`config.mk`:
```
export PLATFORM = sky130hd
export DESIGN_NAME = vic_regs
export DESIGN_NICKNAME = d
export VERILOG_FILES = /design/src/rtl/vic_regs.sv
export SDC_FILE = /design/constraint.sdc
export NUM_CORES = 1
export LEC_CHECK = 0
export CAP_MARGIN = 20
export CORE_ASPECT_RATIO = 0.7
export CORE_MARGIN = 3
export CORE_UTILIZATION = 35
export CTS_CLUSTER_DIAMETER = 80
export DETAILED_ROUTE_END_ITERATION = 12
export GPL_ROUTABILITY_DRIVEN = 0
export GPL_TIMING_DRIVEN = 0
export PLACE_DENSITY = 0.59
export SLEW_MARGIN = 20
export SYNTH_ARGS = -nofsm -noshare
export SYNTH_HDL_FRONTEND = slang
export SYNTH_SLANG_ARGS = --single-unit
```
`constraint.sdc`:
```
create_clock -name clk -period 2.6 [get_ports clk]
set_input_delay 0.52 -clock clk [delete_from_list [all_inputs] [get_ports clk]]
set_output_delay 0.52 -clock clk [all_outputs]
set_load 0.01 [all_outputs]
```
`src/rtl/vic_regs.sv`:
```
// VIC 6560/6561 register file: 16 CPU registers, raster counter, base-address decode.
// Optional VIC_FRAME_LATCH_EN: renderer-facing outputs update only on frame_tick.
module vic_regs #(
   parameter int RASTER_LINES = 312
) (
   input  logic        clk,
   input  logic        reset_n,
   input  logic        cpu_cs,
   input  logic        cpu_we,
   input  logic [3:0]  cpu_addr,
   input  logic [7:0]  cpu_din,
   output logic [7:0]  cpu_dout,
   input  logic        line_tick,
   input  logic        frame_tick,
   output logic [15:0] screen_addr,
   output logic [15:0] char_rom_addr,
   output logic [15:0] color_ram_addr,
   output logic [2:0]  border_color,
   output logic [3:0]  back_color,
   output logic        inverted,
   output logic [3:0]  aux_color,
   output logic        chars8x16,
   output logic [6:0]  rows,
   output logic [6:0]  cols,
   output logic [8:0]  raster
);

   localparam logic [8:0] LAST_LINE = 9'(RASTER_LINES - 1);

   logic [7:0] r0, r1, r2, r5, ra, rb, rc, rd, re, rf;
   logic [6:0] r3;
   logic [7:0] sh2, sh5, shf;
   logic [6:0] sh3;
   logic [3:0] she;
   logic       load;
   logic       wr, rd_en;
   logic [7:0] rd_val;
   logic [13:0] scr_v, chr_v;

   assign wr    = cpu_cs & cpu_we;
   assign rd_en = cpu_cs & ~cpu_we;

   // Reg3 bit7 and reg4 are raster readback; 6-9 are fixed read-only values.
   always_ff @(posedge clk or negedge reset_n) begin
      if (!reset_n) begin
         r0 <= 8'h0C; r1 <= 8'h26; r2 <= 8'h96; r3 <= 7'h2E; r5 <= 8'hF0;
         ra <= 8'h00; rb <= 8'h00; rc <= 8'h00; rd <= 8'h00;
         re <= 8'h00; rf <= 8'h1B;
      end else if (wr) begin
         case (cpu_addr)
            4'h0: r0 <= cpu_din;
            4'h1: r1 <= cpu_din;
            4'h2: r2 <= cpu_din;
            4'h3: r3 <= cpu_din[6:0];
            4'h5: r5 <= cpu_din;
            4'hA: ra <= cpu_din;
            4'hB: rb <= cpu_din;
            4'hC: rc <= cpu_din;
            4'hD: rd <= cpu_din;
            4'hE: re <= cpu_din;
            4'hF: rf <= cpu_din;
            default: ;
         endcase
      end
   end

   always_comb begin
      rd_val = 8'h00;
      case (cpu_addr)
         4'h0: rd_val = r0;
         4'h1: rd_val = r1;
         4'h2: rd_val = r2;
         4'h3: rd_val = {raster[0], r3};
         4'h4: rd_val = raster[8:1];
         4'h5: rd_val = r5;
         4'h6, 4'h7: rd_val = 8'h00;
         4'h8, 4'h9: rd_val = 8'hFF;
         4'hA: rd_val = ra;
         4'hB: rd_val = rb;
         4'hC: rd_val = rc;
         4'hD: rd_val = rd;
         4'hE: rd_val = re;
         4'hF: rd_val = rf;
         default: rd_val = 8'h00;
      endcase
   end

   always_ff @(posedge clk or negedge reset_n) begin
      if (!reset_n)   cpu_dout <= 8'h00;
      else if (rd_en) cpu_dout <= rd_val;
   end

   always_ff @(posedge clk or negedge reset_n) begin
      if (!reset_n)         raster <= '0;
      else if (frame_tick)  raster <= '0;
      else if (line_tick)   raster <= (raster == LAST_LINE) ? '0 : raster + 9'd1;
   end

   // Shadow copies feed the renderer; without the latch they refresh every cycle.
`ifdef VIC_FRAME_LATCH_EN
   assign load = frame_tick;
`else
   assign load = 1'b1;
`endif

   always_ff @(posedge clk or negedge reset_n) begin
      if (!reset_n) begin
         sh2 <= 8'h96; sh3 <= 7'h2E; sh5 <= 8'hF0; she <= 4'h0; shf <= 8'h1B;
      end else if (load) begin
         sh2 <= r2; sh3 <= r3; sh5 <= r5; she <= re[7:4]; shf <= rf;
      end
   end

   // VIC 14-bit address space maps to CPU space with bit 13 inverted.
   assign scr_v          = {sh5[7:4], sh2[7], 9'b0};
   assign chr_v          = {sh5[3:0], 10'b0};
   assign screen_addr    = {~scr_v[13], 2'b00, scr_v[12:0]};
   assign char_rom_addr  = {~chr_v[13], 2'b00, chr_v[12:0]};
   assign color_ram_addr = sh2[7] ? 16'h9600 : 16'h9400;
   assign border_color   = shf[2:0];
   assign inverted       = shf[3];
   assign back_color     = shf[7:4];
   assign aux_color      = she;
   assign chars8x16      = sh3[0];
   assign rows           = {1'b0, sh3[6:1]};
   assign cols           = sh2[6:0];

endmodule

```
==> out/results.tsv <==
stage	metric	value	unit
cells_and_area	layout cells sized above 1	36.6	%
global_route	antenna violations before repair	0	
routing	routed vias	4550	
clock_network	clock-pin slew on the worst setup and hold paths	0.06	ns
clock_network	Post-CTS Hold Buffers	0	
critical_path	crit path to	cpu_dout[6]$_DFFE_PN0P_	
global_route	vias in the first global route	4511	
yosys	Top FF cell, synth	dfrtp_1	
yosys	Async S/R FF share, synth	100	%
timing	Rel. slew slack	38.6	%
yosys	EDFF count, synth	0	
critical_path	reg2reg start	raster[7]$_DFFE_PN0P_	
yosys	warnings from Yosys	0	
routing	post-DR vias/cell	5.08	
timing	final setup vio count	0	
yosys	Syn Area/Cell	12.5	sq um
clock_network	Post-CTS Setup Inserts	0	
power	Max VDD drop	0.000402	V
clock_network	clk sinks	139	
clock_network	CTS max path bufs	2	
cells_and_area	Core Util, Final	45.4	%
critical_path	crit start category	primary input	
floorplan	Core Region	18200	sq um
routing	Detail Route Antenna Nets	0	
timing	count of final hold-check violations	0	
timing	Worst Tran Pin Value	0.916	ns
yosys	XOR/XNOR share of the synthesized area	0.672	%
yosys	adder-cell share of the synthesized area	0.192	%
floorplan	Die ar.	20300	sq um
cells_and_area	Non-Filler Instances	895	
yosys	Yosys cell types	63	
critical_path	reg2reg end	raster[3]$_DFFE_PN0P_	
critical_path	Crit. Startpoint	cpu_addr[2]	
timing	pins over their slew limit	0	
timing	RSZ-0062 raised after global routing	no	
global_route	largest net degree at the start of global routing	76	
clock_network	CTS tree	done	
cells_and_area	P&R area growth vs syn	26.6	%
yosys	Mapped Cells	522	
flow_run	max-cap viol count	0	
timing	setup ws final	0.0970	ns
timing	Clock Skew	0.00434	ns
clock_network	Root Driver	clkbuf_16	
clock_network	post-cts sizing count	0	
yosys	Compound-Gate Fraction of Synth Area	7.56	%
routing	DR iter-0 viols	432	
placement	DP Worst Slack	-0.193	ns
cells_and_area	Antenna diodes	0	
timing	f_max	400	MHz
yosys	multiplexer area fraction after synthesis	18.4	%
yosys	largest family of logic cells by synthesized area	multiplexers	
critical_path	WS Path Type	in -> reg	
placement	hpwl dp	12.6	mm
routing	DRC	0	
timing	fin crit share	96.3	%
timing	post-layout minimum cycle time	2.50	ns
floorplan	die span in x	169	microns
placement	placed insts	863	
clock_network	cts bufs inserted	17	
critical_path	Worst Path Required	2.94	ns
yosys	Synth Area in Simple Gates	10.9	%
floorplan	die height	120	microns
critical_path	CP Max Fanout	10	
global_route	first-pass GRT wire length	27.1	mm
critical_path	reg2reg setup slack	0.86	ns
cells_and_area	nets	665	
global_route	GRT overflow	0	
critical_path	Data arrival, critical path	2.84	ns
clock_network	clk_lat worst skew	0.41	ns
status	status	finished, final reports clean	
power	Pwr per Cell Area	780	nW/um^2
routing	Detailed Route WL	17.7	mm
routing	DRT Pass-1 Iters	5	
critical_path	CP Capture Type	register	
critical_path	R2R depth	3	
yosys	post-synthesis register bit count	139	
placement	# port buffers	67	
floorplan	num rows	41	
floorplan	Initial Utilization	35.9	%
yosys	synthesized area	6520	sq um
global_route	Total GRT Usage	17.8	%
clock_network	H-tree lvl count	4	
routing	DR WL/cell	19.8	microns
yosys	register area share after synthesis	54.1	%
worst_hold_path	Worst Hold Class	in -> async	
power	Lkg Pwr	3.62	nW
floorplan	Ports	110	
## placed cells by master, fill, tap and decap left out, types with 16 or more instances in the layout
| master | Yosys | layout |
|---|---|---|
| clkdlybuf4s50_1 | 0 | 66 |
| mux2_2 | 79 | 79 |
| o21ai_0 | 16 | 16 |
| mux2i_1 | 19 | 19 |
| dfrtp_1 | 102 | 102 |
| buf_4 | 47 | 47 |
| conb_1 | 2 | 39 |
| clkbuf_16 | 0 | 17 |
| dfstp_2 | 37 | 37 |
| nand2_1 | 23 | 23 |
## worst min path at each step
stage / start / endpoint / cells after the start
2_1_floorplan: reset_n / aux_color[0]$_DFF_PN0_ / 0
3_3_place_gp: rf[1]$_DFFE_PN1P_ / shf[1]$_DFF_PN1_ / 0
3_5_place_dp: rf[1]$_DFFE_PN1P_ / shf[1]$_DFF_PN1_ / 0
4_1_cts: reset_n / sh2[5]$_DFF_PN0_ / 1
5_1_grt: reset_n / sh2[5]$_DFF_PN0_ / 1
6_report: reset_n / sh2[5]$_DFF_PN0_ / 1
## cells by family after synthesis
| group | count (synthesis) |
|---|---|
| buf+inv | 85 |
| compound gates | 73 |
| mux | 106 |
| xor+xnor | 5 |
| fa+ha+maj | 1 |
| simple gates | 111 |
| flops | 139 |
| other cells | 2 |
## metrics by stage
stage / total power [mW] / TNS (ns) / area, sq um / hold WS (ns)
after floorplan: 3.45 / 0 / 6660 / 0.224
after global placement: 3.98 / -537.23 / 7620 / 0.364
after detailed placement: 4.01 / -2.94 / 7650 / 0.368
after CTS: 6.48 / 0 / 8250 / 0.0822
after global routing: 6.70 / 0 / 8250 / 0.101
final: 6.43 / 0 / 8250 / 0.0669
## report_power, final
part	total, mW	switching, mW	internal, mW
clock network	2.44	0.910	1.53
registers	2.88	0.240	2.64
logic	1.12	0.494	0.624
total	6.43	1.64	4.79
## cells in the mapped netlist, types with 6 or more instances
| library cell | count | area (sq um) |
|---|---|---|
| nand3b_1 | 13 | 97.6 |
| buf_2 | 14 | 70.1 |
| or3_1 | 6 | 37.5 |
| clkbuf_1 | 14 | 52.6 |
| inv_1 | 7 | 26.3 |
| nor2_1 | 10 | 37.5 |
| dfrtp_1 | 102 | 2550 |
| nand3_1 | 9 | 45.0 |
| mux2_2 | 79 | 890 |
| o21ai_0 | 16 | 80.1 |
| dfstp_2 | 37 | 972 |
| nand2_1 | 23 | 86.3 |
| buf_4 | 47 | 353 |
| or3b_2 | 8 | 70.1 |
| mux2i_1 | 19 | 190 |
| nand2b_1 | 10 | 62.6 |
| mux2_4 | 8 | 120 |
| a21oi_1 | 15 | 75.1 |
## critical path: stages
cell and delay, ns:
clkdlybuf4s50_1 0.59, clkbuf_1 0.51, clkbuf_1 0.48, nand2_1 0.16, o221ai_1 0.25, o21ai_0 0.15, a21oi_1 0.17
## sequential cells by signal, summed over array words and instances (netlist names)
| register | flops |
|---|---|
| r2 | 8 |
| r0 | 8 |
| aux_color | 4 |
| rb | 8 |
| sh2 | 8 |
| r3 | 7 |
| sh3 | 7 |
| rf | 8 |
| re | 8 |
| r5 | 8 |
| r1 | 8 |
| rc | 8 |
| ra | 8 |
| cpu_dout | 8 |
| sh5 | 8 |
| raster | 9 |
| shf | 8 |
| rd | 8 |
## layout make-up
class                   instances  area, sq um
well taps                     236          295
repair buffers                 68          703
multi-input cells             335         2600
clock inverters                12          149
clock buffers                  20          447
fillers                      1679         9910
plain buffers                  78          503
flip-flops and latches        139         3520
inverters                       7         26.3
## routing by layer
layer | global-route usage [%] | routed length, microns
met5 | 0 | 0
met1 | 26.5 | 8610
met3 | 6.34 | 1500
met4 | 4.34 | 255
met2 | 24.5 | 7370
Note: power is estimated with default switching activity, not from simulation.
